===== config.mk =====
export PLATFORM = sky130hd
export DESIGN_NAME = zrle_stream_decoder
export DESIGN_NICKNAME = d
export VERILOG_FILES = /design/src/rtl/zrle_pkg.sv /design/src/rtl/zrle_out_reg.sv /design/src/rtl/zrle_stream_decoder.sv
export SDC_FILE = /design/constraint.sdc
export NUM_CORES = 1
export LEC_CHECK = 0
export BUFFER_PORTS_ARGS = -buffer_cell sky130_fd_sc_hd__buf_2
export CORE_MARGIN = 10
export CORE_UTILIZATION = 48
export DETAILED_ROUTE_END_ITERATION = 7
export HOLD_SLACK_MARGIN = 0.1
export PLACE_DENSITY_LB_ADDON = 0.3
export SKIP_CTS_REPAIR_TIMING = 1
export SYNTH_ARGS = -nofsm -noshare
export SYNTH_HDL_FRONTEND = slang
export SYNTH_HIERARCHICAL = 1
export SYNTH_SLANG_ARGS = --single-unit
export TNS_END_PERCENT = 10

===== constraint.sdc =====
create_clock -name clk -period 1.8 [get_ports clk]
set_clock_uncertainty 0.05 [all_clocks]
set_input_delay 0.09 -clock clk [delete_from_list [all_inputs] [get_ports clk]]
set_output_delay 0.09 -clock clk [all_outputs]
set_load 0.1 [all_outputs]

===== src/rtl/zrle_pkg.sv =====
// Shared types and constants for the zero-run-length stream decoder.
package zrle_pkg;
    typedef enum logic [1:0] {
        S_LIT = 2'd0,   // pass literals, watch for escape
        S_LEN = 2'd1,   // escape seen, waiting for run length
        S_RUN = 2'd2    // emitting zeros
    } state_t;

    localparam logic [7:0] ESC_DEFAULT = 8'h00;
    localparam int         ERR_ZLEN    = 0;   // escape followed by length 0
    localparam int         ERR_TRUNC   = 1;   // frame ended right after escape
endpackage


===== src/rtl/zrle_out_reg.sv =====
// One-entry output holding register with valid/ready. Contents stay frozen
// while the consumer stalls; a new byte may load whenever the slot is free.
module zrle_out_reg #(
    parameter int W = 8
) (
    input  logic         clk,
    input  logic         rst,
    input  logic         load,
    input  logic [W-1:0] ld_data,
    input  logic         ld_last,
    input  logic         out_ready,
    output logic [W-1:0] out_data,
    output logic         out_valid,
    output logic         out_last,
    output logic         slot_free
);
    logic [W-1:0] data_q, data_d;
    logic         last_q, last_d;
    logic         valid_q, valid_d;

    assign slot_free = !valid_q || out_ready;
    assign out_data  = data_q;
    assign out_valid = valid_q;
    assign out_last  = last_q;

    // Load on a free slot, otherwise drop valid once the consumer takes the byte.
    always_comb begin
        data_d  = data_q;
        last_d  = last_q;
        valid_d = valid_q;
        if (load && slot_free) begin
            data_d  = ld_data;
            last_d  = ld_last;
            valid_d = 1'b1;
        end else if (out_ready) begin
            valid_d = 1'b0;
        end
    end

    // Holding register state.
    always_ff @(posedge clk or posedge rst) begin
        if (rst) begin
            data_q  <= '0;
            last_q  <= 1'b0;
            valid_q <= 1'b0;
        end else begin
            data_q  <= data_d;
            last_q  <= last_d;
            valid_q <= valid_d;
        end
    end
endmodule


===== src/rtl/zrle_stream_decoder.sv =====
// Streaming zero-run-length decoder: literals pass through, ESC,N expands to
// N zero bytes. Optional per-kind output statistics under ZRLE_STATS_EN.
module zrle_stream_decoder
    import zrle_pkg::*;
#(
    parameter logic [7:0] ESC = ESC_DEFAULT
`ifdef ZRLE_STATS_EN
   ,parameter int STAT_W = 32
`endif
) (
    input  logic        clk,
    input  logic        rst,
    input  logic [7:0]  in_data,
    input  logic        in_valid,
    input  logic        in_last,
    output logic        in_ready,
    output logic [7:0]  out_data,
    output logic        out_valid,
    output logic        out_last,
    input  logic        out_ready,
    output logic [1:0]  err
`ifdef ZRLE_STATS_EN
   ,output logic [STAT_W-1:0] lit_count,
    output logic [STAT_W-1:0] zero_count
`endif
);
    state_t      state_q, state_d;
    logic [7:0]  run_cnt_q, run_cnt_d;
    logic        last_pend_q, last_pend_d;
    logic [1:0]  err_q, err_d;

    logic        slot_free;
    logic        load;
    logic [7:0]  ld_data;
    logic        ld_last;
    logic        ld_lit;

    zrle_out_reg #(.W(8)) u_out (
        .clk       (clk),
        .rst       (rst),
        .load      (load),
        .ld_data   (ld_data),
        .ld_last   (ld_last),
        .out_ready (out_ready),
        .out_data  (out_data),
        .out_valid (out_valid),
        .out_last  (out_last),
        .slot_free (slot_free)
    );

    assign err = err_q;

    // FSM next state, run counter, error flags and output-register load.
    // A zero-length run that also ends the frame produces nothing; any byte
    // still stalled in the output register drains normally.
    always_comb begin
        state_d     = state_q;
        run_cnt_d   = run_cnt_q;
        last_pend_d = last_pend_q;
        err_d       = err_q;
        in_ready    = 1'b0;
        load        = 1'b0;
        ld_data     = 8'h00;
        ld_last     = 1'b0;
        ld_lit      = 1'b0;
        case (state_q)
            S_LIT: begin
                in_ready = slot_free;
                if (in_valid && slot_free) begin
                    if (in_data != ESC) begin
                        load    = 1'b1;
                        ld_data = in_data;
                        ld_last = in_last;
                        ld_lit  = 1'b1;
                    end else if (in_last) begin
                        err_d[ERR_TRUNC] = 1'b1;
                    end else begin
                        state_d = S_LEN;
                    end
                end
            end
            S_LEN: begin
                in_ready = 1'b1;
                if (in_valid) begin
                    if (in_data == 8'h00) begin
                        err_d[ERR_ZLEN] = 1'b1;
                        state_d         = S_LIT;
                    end else begin
                        run_cnt_d   = in_data;
                        last_pend_d = in_last;
                        state_d     = S_RUN;
                    end
                end
            end
            S_RUN: begin
                if (slot_free) begin
                    load      = 1'b1;
                    run_cnt_d = run_cnt_q - 8'd1;
                    if (run_cnt_q == 8'd1) begin
                        ld_last = last_pend_q;
                        state_d = S_LIT;
                    end
                end
            end
            default: state_d = S_LIT;
        endcase
    end

    // Decoder state registers.
    always_ff @(posedge clk or posedge rst) begin
        if (rst) begin
            state_q     <= S_LIT;
            run_cnt_q   <= 8'd0;
            last_pend_q <= 1'b0;
            err_q       <= 2'b00;
        end else begin
            state_q     <= state_d;
            run_cnt_q   <= run_cnt_d;
            last_pend_q <= last_pend_d;
            err_q       <= err_d;
        end
    end

`ifdef ZRLE_STATS_EN
    // Tag of the byte in the output register, so each handshake is counted
    // by kind (a literal may equal zero when ESC is non-zero).
    logic              lit_q, lit_d;
    logic [STAT_W-1:0] lit_count_q, lit_count_d;
    logic [STAT_W-1:0] zero_count_q, zero_count_d;
    logic              hs;

    assign hs         = out_valid && out_ready;
    assign lit_count  = lit_count_q;
    assign zero_count = zero_count_q;

    // Count output handshakes per byte kind; counters wrap naturally.
    always_comb begin
        lit_d        = lit_q;
        lit_count_d  = lit_count_q;
        zero_count_d = zero_count_q;
        if (hs && lit_q)  lit_count_d  = lit_count_q + 1'b1;
        if (hs && !lit_q) zero_count_d = zero_count_q + 1'b1;
        if (load && slot_free) lit_d = ld_lit;
    end

    // Statistics registers.
    always_ff @(posedge clk or posedge rst) begin
        if (rst) begin
            lit_q        <= 1'b0;
            lit_count_q  <= '0;
            zero_count_q <= '0;
        end else begin
            lit_q        <= lit_d;
            lit_count_q  <= lit_count_d;
            zero_count_q <= zero_count_d;
        end
    end
`endif
endmodule

# --- Word level (Yosys, flattened, before mapping) ---
# Cells that the tools add are included.
# W data, S select, Z words.
word_totals:
  register_bits: 23
  input_bits: 13
  output_inout_bits: 13
  wordCells: 62
op_classes:
  n_addsub: 1
  eq_ne: 10
  n_mux: 27
  bitwise: 2
  reduce_logical: 14
ops:
  columns: ["op", "count"]
  rows:
  - ["$mux W8", 6]
  - ["$pmux W8 S2", 1]
  - ["$mux W2", 7]
  - ["$ne A2 B2 Y1 const B", 7]
  - ["$mux W1", 9]
  - ["$eq A8 B1 Y1 const B", 1]
  - ["$logic_not A8 Y1", 1]
  - ["$reduce_and A4 Y1", 2]
  - ["$reduce_bool A8 Y1", 1]
  - ["$sub A8 B1 Y8 const B", 1]
  - ["$pmux W1 S2", 3]
  - ["$pmux W2 S3", 1]
  - ["$reduce_and A3 Y1", 2]
  - ["$reduce_and A6 Y1", 1]
  - ["$reduce_bool A2 Y1", 2]
  - ["$eq A2 B1 Y1 const B", 1]
  - ["$eq A2 B2 Y1 const B", 1]
  - ["$logic_and A1 B1 Y1", 2]
  - ["$logic_not A2 Y1", 1]
  - ["$not A1 Y1", 2]
  - ["$logic_not A1 Y1", 1]
  - ["$logic_or A1 B1 Y1", 1]

# --- Longest topological paths before layout ---
# Gate-level depths: netlist of run 1.
logic_depth:
  ltp_word: 7
  mapped_depth: 7
  ltp_nobuf: 7

# --- By module ---
# Netlist of run 1, hierarchy kept.
modules_own_cells:
  columns: ["mod", "instances", "cells_each", "area_each_um2", "seq_area_each_um2"]
  rows:
  - ["zrle_stream_decoder", 1, 101, 877.1, 325.3]
  - ["zrle_out_reg", 1, 23, 429.2, 250.2]

# --- Worst setup path before layout of run 1 ---
# OpenSTA, ideal clock, no wires.
synth_path:
  path_kind: "register -> output"
  from: "reg u_out.valid_q, in the netlist u_out/out_valid"
  to: "out in_ready"
  t_arrival_ns: 2.366
  required_ns: 1.660
  path_slack_ns: -0.706
  path_stages_with_launch: 4
  path_buffers: 0
  path_cell_list: "dfrtp_1 -> nand2b_4 -> nor2_1 -> nor2_1"
synth_via:
  elab_chain_cells: 3
synth_lines:
  columns: ["item", "line_no", "rtl"]
  rows:
  - ["start, declared", "zrle_out_reg.sv:19", "logic valid_q, valid_d;"]
  - ["start signal, assigned", "zrle_out_reg.sv:49", "valid_q <= valid_d;"]
  - ["$logic_not A1 Y1", "zrle_out_reg.sv:21", "assign slot_free = !valid_q || out_ready;"]
  - ["$logic_or A1 B1 Y1", "zrle_out_reg.sv:21", null]
  - ["net slot_free", "zrle_stream_decoder.sv:32", "logic slot_free;"]
  - ["$pmux W1 S2", "zrle_stream_decoder.sv:66", "case (state_q)"]
  - ["end, declared", "zrle_stream_decoder.sv:16", "output logic in_ready,"]
# The timed path passes the listed nets, and every way through them passes these cells.

# --- Final worst setup path of run 1 ---
layout_path:
  from: "reg u_out.valid_q, in the netlist u_out/out_valid"
  to: "reg u_out.data_q[4], in the netlist u_out/out_data[4]"
layout_via:
  elab_chain_cells: 6
  word_cells_on_any_way: 9
  cone_classes: "5 x mux; 4 x reduce/logical"
layout_lines:
  columns: ["item", "line_no", "rtl"]
  rows:
  - ["$logic_not A1 Y1 *", "zrle_out_reg.sv:21", null]
  - ["$logic_or A1 B1 Y1 *", "zrle_out_reg.sv:21", null]
  - ["net slot_free", "zrle_stream_decoder.sv:32", null]
  - ["$logic_and A1 B1 Y1", "zrle_stream_decoder.sv:69", "if (in_valid && slot_free) begin"]
  - ["$mux W1", "zrle_stream_decoder.sv:69", null]
  - ["$pmux W1 S2 *", "zrle_stream_decoder.sv:66", null]
  - ["net load", "zrle_stream_decoder.sv:33", "logic load;"]
  - ["$logic_and A1 B1 Y1 *", "zrle_out_reg.sv:31", "if (load && slot_free) begin"]
  - ["end signal, assigned", "zrle_out_reg.sv:47", "data_q <= data_d;"]
  - ["end, declared", "zrle_out_reg.sv:17", "logic [W-1:0] data_q, data_d;"]
# The timed path passes the listed nets; every way through them passes the cells marked *.
# A chain may end at the register's enable or synchronous reset.

==> results of run 1 <==
==> metrics by stage <==
stage                      util  total power (uW)  setup WS, ns
final                     0.626              2150         0.103
after detailed placement  0.588              1910        0.0776
after global routing      0.626              2280        0.0358
after global placement    0.588              1880         0.144
after CTS                 0.599              2150        0.0573
after floorplan               -              1690       -0.0441
==> cells in the mapped netlist, types with 2 or more instances <==
cell	n	area, um^2
inv_1	7	26.3
mux2_4	9	135
nor2_1	8	30.0
nand3_1	5	25.0
and2_1	8	50.1
o21bai_1	2	15.0
o211ai_1	2	15.0
nand3b_1	3	22.5
dfrtp_1	23	576
nand2b_1	3	18.8
nand2_1	14	52.6
a21oi_1	6	30.0
buf_2	2	10.0
o22ai_1	2	12.5
ha_1	2	25.0
nor4_4	2	42.5
o21ai_1	2	10.0
==> cell families after synthesis <==
group | Yosys count
fa+ha+maj | 2
compound gates | 27
simple gates | 53
mux | 10
flops | 23
buf+inv | 9
==> metal layers <==
metal / wire length (um) / vias up / GRT usage
met1: 1290 / 515 / 0.131
met4: 13 / 0 / 0.0237
li1: - / 521 / -
met5: 0 / - / 0
met3: 221 / 2 / 0.0463
met2: 1490 / 39 / 0.197
==> power by group through the flow <==
stage / Combinational, uW / Clock (uW) / Sequential [uW]
6_report: 1130 / 234 / 779
5_1_grt: 1210 / 266 / 800
4_1_cts: 1130 / 250 / 779
3_5_place_dp: 1120 / 0 / 788
3_3_place_gp: 1110 / 0 / 779
2_1_floorplan: 572 / 0 / 1120
==> sequential cells by signal, indices dropped and copies added (netlist names) <==
| signal | cells |
|---|---|
| run_cnt_q | 8 |
| u_out/out_data | 8 |
| state_q | 2 |
| err | 2 |
| last_pend_q | 1 |
| u_out/out_valid | 1 |
| u_out/out_last | 1 |
==> worst paths after layout <==
check	startpoint	endpoint	slack, ns	cells past startpoint
max	u_out/out_valid	u_out/out_data[4]	0.10	7
min	in_data[0]	run_cnt_q[0]	0.09	3
max reg2reg	u_out/out_valid	u_out/out_data[4]	0.10	7
min reg2reg	err[1]	err[1]	0.45	1
max in group asynchronous	rst	last_pend_q	1.06	3
min in group asynchronous	rst	u_out/out_data[0]	0.23	3
==> final cells by class <==
class                   instances  area, um^2
clock buffers                   3        22.5
flip-flops and latches         23         579
repair buffers                 35         215
fillers                       215         952
multi-input cells              92         707
well taps                      30        37.5
inverters                       7        26.3
clock inverters                 1        5.00
==> worst max-delay path: stages, from the launching register on <==
cell	delay, ns
dfrtp_4	0.50
nand2b_4	0.12
nand3b_1	0.15
nor2_4	0.17
nand2_1	0.07
nand2_2	0.12
nand2_8	0.10
mux2_4	0.31
==> results by group, run 1 <==
Pwr
  • Leak: 0.000795 uW
  • Flop pwr share: 0.363
  • Worst VDD drop: 0.916 mV
  • Gate power share: 0.528
  • Clk network pwr share: 0.109
  • Pint: 1080 uW
  • Sw Ratio: 0.497
  • NetSw: 1070 uW
  • PD cells: 1350 nW/um^2

Synth
  • EDFF count, synth: 0
  • Post-Synth Simple-Gate Area: 0.253
  • Synth Area in Compound Gates: 0.148
  • Synth Flop Type: dfrtp_1
  • Netlist cell types: 41
  • Register area share after synthesis: 0.441
  • Count of state elements after synthesis: 23
  • Yosys warning count: 6
  • Synthesized area per cell: 10.5 um^2
  • Mapped Cells: 124
  • Main combinational cell family by area after synthesis: simple AND/OR/NAND/NOR gates
  • Post-synthesis mux area share: 0.111
  • Adder-cell share of the synthesized area: 0.0192
  • Async set-reset flop share out of synthesis: 1.00
  • Post-synthesis xor/xnor area fraction: 0
  • Syn_nets: 139
  • Post-synthesis cell area: about 1300 um^2

Worst hold path
  • Worst Hold Class: in2reg

Timing
  • Final min period: roughly 1.7 ns
  • Final Setup Violations: 0
  • Final hold vios: 0
  • Slew @ Worst Pin: around 0.52 ns
  • Slew Limit Fails: 0
  • Unrepaired setup endpoints after global routing: false
  • Slew headroom: 0.656
  • Final Cycle Share: 0.943
  • Maximum clock rate: 0.589 GHz
  • Fin Setup TNS: 0 ns
  • Hold slack: 0.0947 ns

Run status
  • Status: finished clean

Die
  • Die Wd: 72.2 um
  • Die height: roughly 72 um
  • CORE AREA: about 2500 um^2
  • Die area: 5210 um^2
  • Initial Util: 0.513
  • I/O pin count: 26
  • # rows: 18

Global route
  • Grt ovf: 0
  • Initial antenna violation count: 0
  • GRT Overall Usage: 0.115
  • Vias in the first global route: 1042
  • First-pass GRT wire length: slightly below 5 mm
  • Largest net degree at the start of global routing: 14

Run
  • Number of max-cap violations: 0

Cells and area
  • Fin nets: 177
  • Share of cells above drive strength 1: 0.335
  • Finished Cell Area: approximately 1600 um^2
  • Finished Layout Cells: 191
  • Commonest cells after routing, fill and taps aside: 25 x buf_2, 22 x dfrtp_1, 13 x nand2_1
  • Commonest non-fill, non-tap cell in the layout: buf_2
  • Antenna Cells: 0
  • Layout area overhead: 21.9%

Placed design
  • Hpwl dp: 2.47 mm
  • Placed Cells: 180
  • Placed cell area: 1500 um^2
  • IO Port Bufs: 25
  • Final GP Congestion: between 0.9 and 1

Worst setup path
  • Worst Setup End Kind: flip-flop
  • Startpoint Class: flip-flop
  • CP arrival: 1.85 ns
  • Max FO, Critical Path: 9
  • WP data required: 1.96 ns
  • Setup CP Type: reg2reg

Route
  • WL/cell: 15.8 um
  • Vias per cell: 5.64
  • Drt drc: 0
  • First drt pass iteration count: 4
  • Via count: 1077
  • Number of routed nets with antenna violations: 0
  • DRC marker count from the first detailed-route iteration: 53
  • Routed WL: roughly 3 mm

CTS
  • TritonCTS buffer count: 3
  • Clock Sinks: 23
  • H-Tree Depth: 1
  • CTS tree: yes
  • Reg clk slew, reported paths: 0.12 ns
  • Clock Tree Root: clkbuf_4
  • Clk_lat worst skew: ~0.31 ns
  • CTS max path bufs: 2
Note: power is estimated with default switching activity, not from simulation.
==> run 2, diff against run 1 <==
--- a/config.mk
+++ b/config.mk
@@ -11,6 +11,7 @@
 export DETAILED_ROUTE_END_ITERATION = 7
 export HOLD_SLACK_MARGIN = 0.1
 export PLACE_DENSITY_LB_ADDON = 0.3
+export SETUP_SLACK_MARGIN = 0.2
 export SKIP_CTS_REPAIR_TIMING = 1
 export SYNTH_ARGS = -nofsm -noshare
 export SYNTH_HDL_FRONTEND = slang
==> results by group, run 2 (synthesis gave the netlist of run 1 again) <==
Global route
  • Largest net degree at the start of global routing: 14 (unchanged)
  • GRT Overall Usage: 0.115 (unchanged)
  • First-pass GRT wire length: 4.95 mm (unchanged)
  • Grt ovf: 0 (unchanged)
  • Top Usage Layer GRT: met2
  • Met1 usage: 0.131 (unchanged)
  • Met2 Resource Use GR: 0.197 (unchanged)
  • Met3 Use GR: 0.0463 (unchanged)
  • Vias in the first global route: 1042 (unchanged)
  • Initial antenna violation count: 1 (+1)

Worst setup path
  • CP arrival: 1.86 ns (about the same)
  • Crit Reg-Reg Startpoint: u_out/out_valid
  • Reg2reg setup slack: 0.11 ns (about the same)
  • Crit path from: u_out/out_valid
  • Max FO, Critical Path: 5 (-4)
  • Worst Setup End Kind: flip-flop
  • Setup CP Type: reg2reg
  • CP max stage delay: 0.50 ns (about the same)
  • WP data required: 1.96 ns (about the same)
  • CP dominant cell by count: nand2_4
  • CP max stage cell: dfrtp_4
  • Cells along the critical path: nand2b_4 > buf_12 > nand3b_1 > nand2_4 > nand2_4 > mux2_4
  • Startpoint Class: flip-flop

Placed design
  • IO Port Bufs: 25 (unchanged)
  • Hpwl dp: 2.47 mm (unchanged)
  • Placed Cells: 180 (unchanged)
  • Final GP Congestion: 0.934 (unchanged)

Cells and area
  • Layout area overhead: 25.4%
  • Share of cells above drive strength 1: 0.356 (+0.0204)
  • Commonest non-fill, non-tap cell in the layout: buf_2
  • Final Util: 0.644 (+0.0177)
  • Fin nets: 179 (+1.1%)
  • Finished Layout Cells: 194 (+1.6%)
  • Commonest cells after routing, fill and taps aside: 25 x buf_2, 22 x dfrtp_1, 12 x nand2_1

Pwr
  • NetSw: 1100 uW (+3.3%)
  • Leak: 0.000812 uW (+2.2%)
  • Flop pwr share: 0.351 (-0.012)
  • Clk network pwr share: 0.107 (-0.002)
  • Sw Ratio: 0.497 (+0.000554)
  • Worst VDD drop: 0.975 mV (+6.5%)
  • Pint: 1110 uW (+3.1%)
  • PD cells: 1350 nW/um^2 (+0.33%)
  • Gate power share: 0.542 (+0.014)

Timing
  • Slew @ Worst Pin: 0.516 ns (+0.00117 ns)
  • Unrepaired setup endpoints after global routing: true
  • Fin Setup TNS: 0 ns (unchanged)
  • Final Cycle Share: 0.942 (-0.00134)
  • Maximum clock rate: 0.590 GHz (+0.14%)
  • Slew Limit Fails: 0 (unchanged)
  • Final hold vios: 0 (unchanged)
  • Final Setup Violations: 0 (unchanged)
  • Slew headroom: 0.655 (-0.000781)
  • Final min period: 1.69 ns (-0.00241 ns)

Route
  • DRC marker count from the first detailed-route iteration: 98 (+85%)
  • First drt pass iteration count: 4 (unchanged)
  • WL/cell: 16.2 um (+2.7%)
  • Drt drc: 0 (unchanged)
  • Via count: 1110 (+3.1%)
  • Routed WL: 3.15 mm (+4.3%)
  • Number of routed nets with antenna violations: 0 (unchanged)
  • Vias per cell: 5.72 (+1.5%)

Die
  • I/O pin count: 26 (unchanged)
  • CORE AREA: 2540 um^2 (unchanged)
  • Die area: 5210 um^2 (unchanged)
  • Initial Util: 0.513 (unchanged)
  • # rows: 18 (unchanged)
  • Die Wd: 72.2 um (unchanged)
  • Die height: 72.2 um (unchanged)

CTS
  • CTS max path bufs: 2 (unchanged)
  • CTS tree: yes
  • Clock Sinks: 23 (unchanged)
  • Reg clk slew, reported paths: 0.12 ns (about the same)
  • H-Tree Depth: 1 (unchanged)
  • Clock Tree Root: clkbuf_4
  • Clk_lat worst skew: 0.31 ns (about the same)
  • TritonCTS buffer count: 3 (unchanged)

Worst hold path
  • Worst hold start: in_data[0]
  • Worst Hold Class: in2reg

Run status
  • Status: finished clean

Run
  • Number of max-cap violations: 0 (unchanged)
## run 2: routing by layer
| metal | part of all wire | vias to the layer above | wire length [um] |
|---|---|---|---|
| met5 | 0 | - | 0 |
| met4 | 0.028 | 0 | 89 |
| met3 | 0.079 | 8 | 248 |
| met2 | 0.49 | 45 | 1540 |
| met1 | 0.41 | 528 | 1280 |
| li1 | - | 529 | - |
## run 2: worst paths after layout
| check | end | cells past startpoint |
|---|---|---|
| worst max-delay path | u_out/out_last | 6 |
| worst min-delay path | run_cnt_q[0] | 3 |
| worst max register to register | u_out/out_last | 6 |
| worst min register to register | err[1] | 1 |
| max in group asynchronous | last_pend_q | 3 |
| min in group asynchronous | u_out/out_data[0] | 3 |
## run 2: layout make-up
class                           count  area [um^2]
Inverter                            7         26.3
Sequential cell                    23          579
Clock buffer                        3         22.5
Antenna cell                        1         2.50
Timing Repair Buffer               36          235
Tap cell                           30         37.5
Multi-Input combinational cell     93          729
Clock inverter                      1         5.00
Fill cell                         214          907
## run 2: worst max-delay path: cells and delay by family, from the launching register on
family,cells,cell delay [ns]
simple gates,4,0.63
mux,1,0.30
flops,1,0.50
buf+inv,1,0.11
## run 2: power by group through the flow
| stage | sequential [uW] | clock (uW) | combinational [uW] |
|---|---|---|---|
| 2_1_floorplan | 1120 | 0 | 572 |
| 3_3_place_gp | 779 | 0 | 1110 |
| 3_5_place_dp | 788 | 0 | 1120 |
| 4_1_cts | 779 | 250 | 1130 |
| 5_1_grt | 800 | 266 | 1270 |
| 6_report | 777 | 237 | 1200 |
## run 2: through the flow
| stage | setup slack [ns] | hold WS, ns | power (uW) | cell area, um^2 |
|---|---|---|---|---|
| finish | 0.105 | 0.0978 | 2210 | 1640 |
| global route | 0.0657 | 0.107 | 2340 | 1640 |
| CTS | 0.0573 | -0.319 | 2150 | 1530 |
| detailed placement | 0.0776 | 0.0335 | 1910 | 1500 |
| global placement | 0.144 | 0.0257 | 1880 | 1500 |
| floorplan | -0.0441 | -0.120 | 1690 | 1320 |
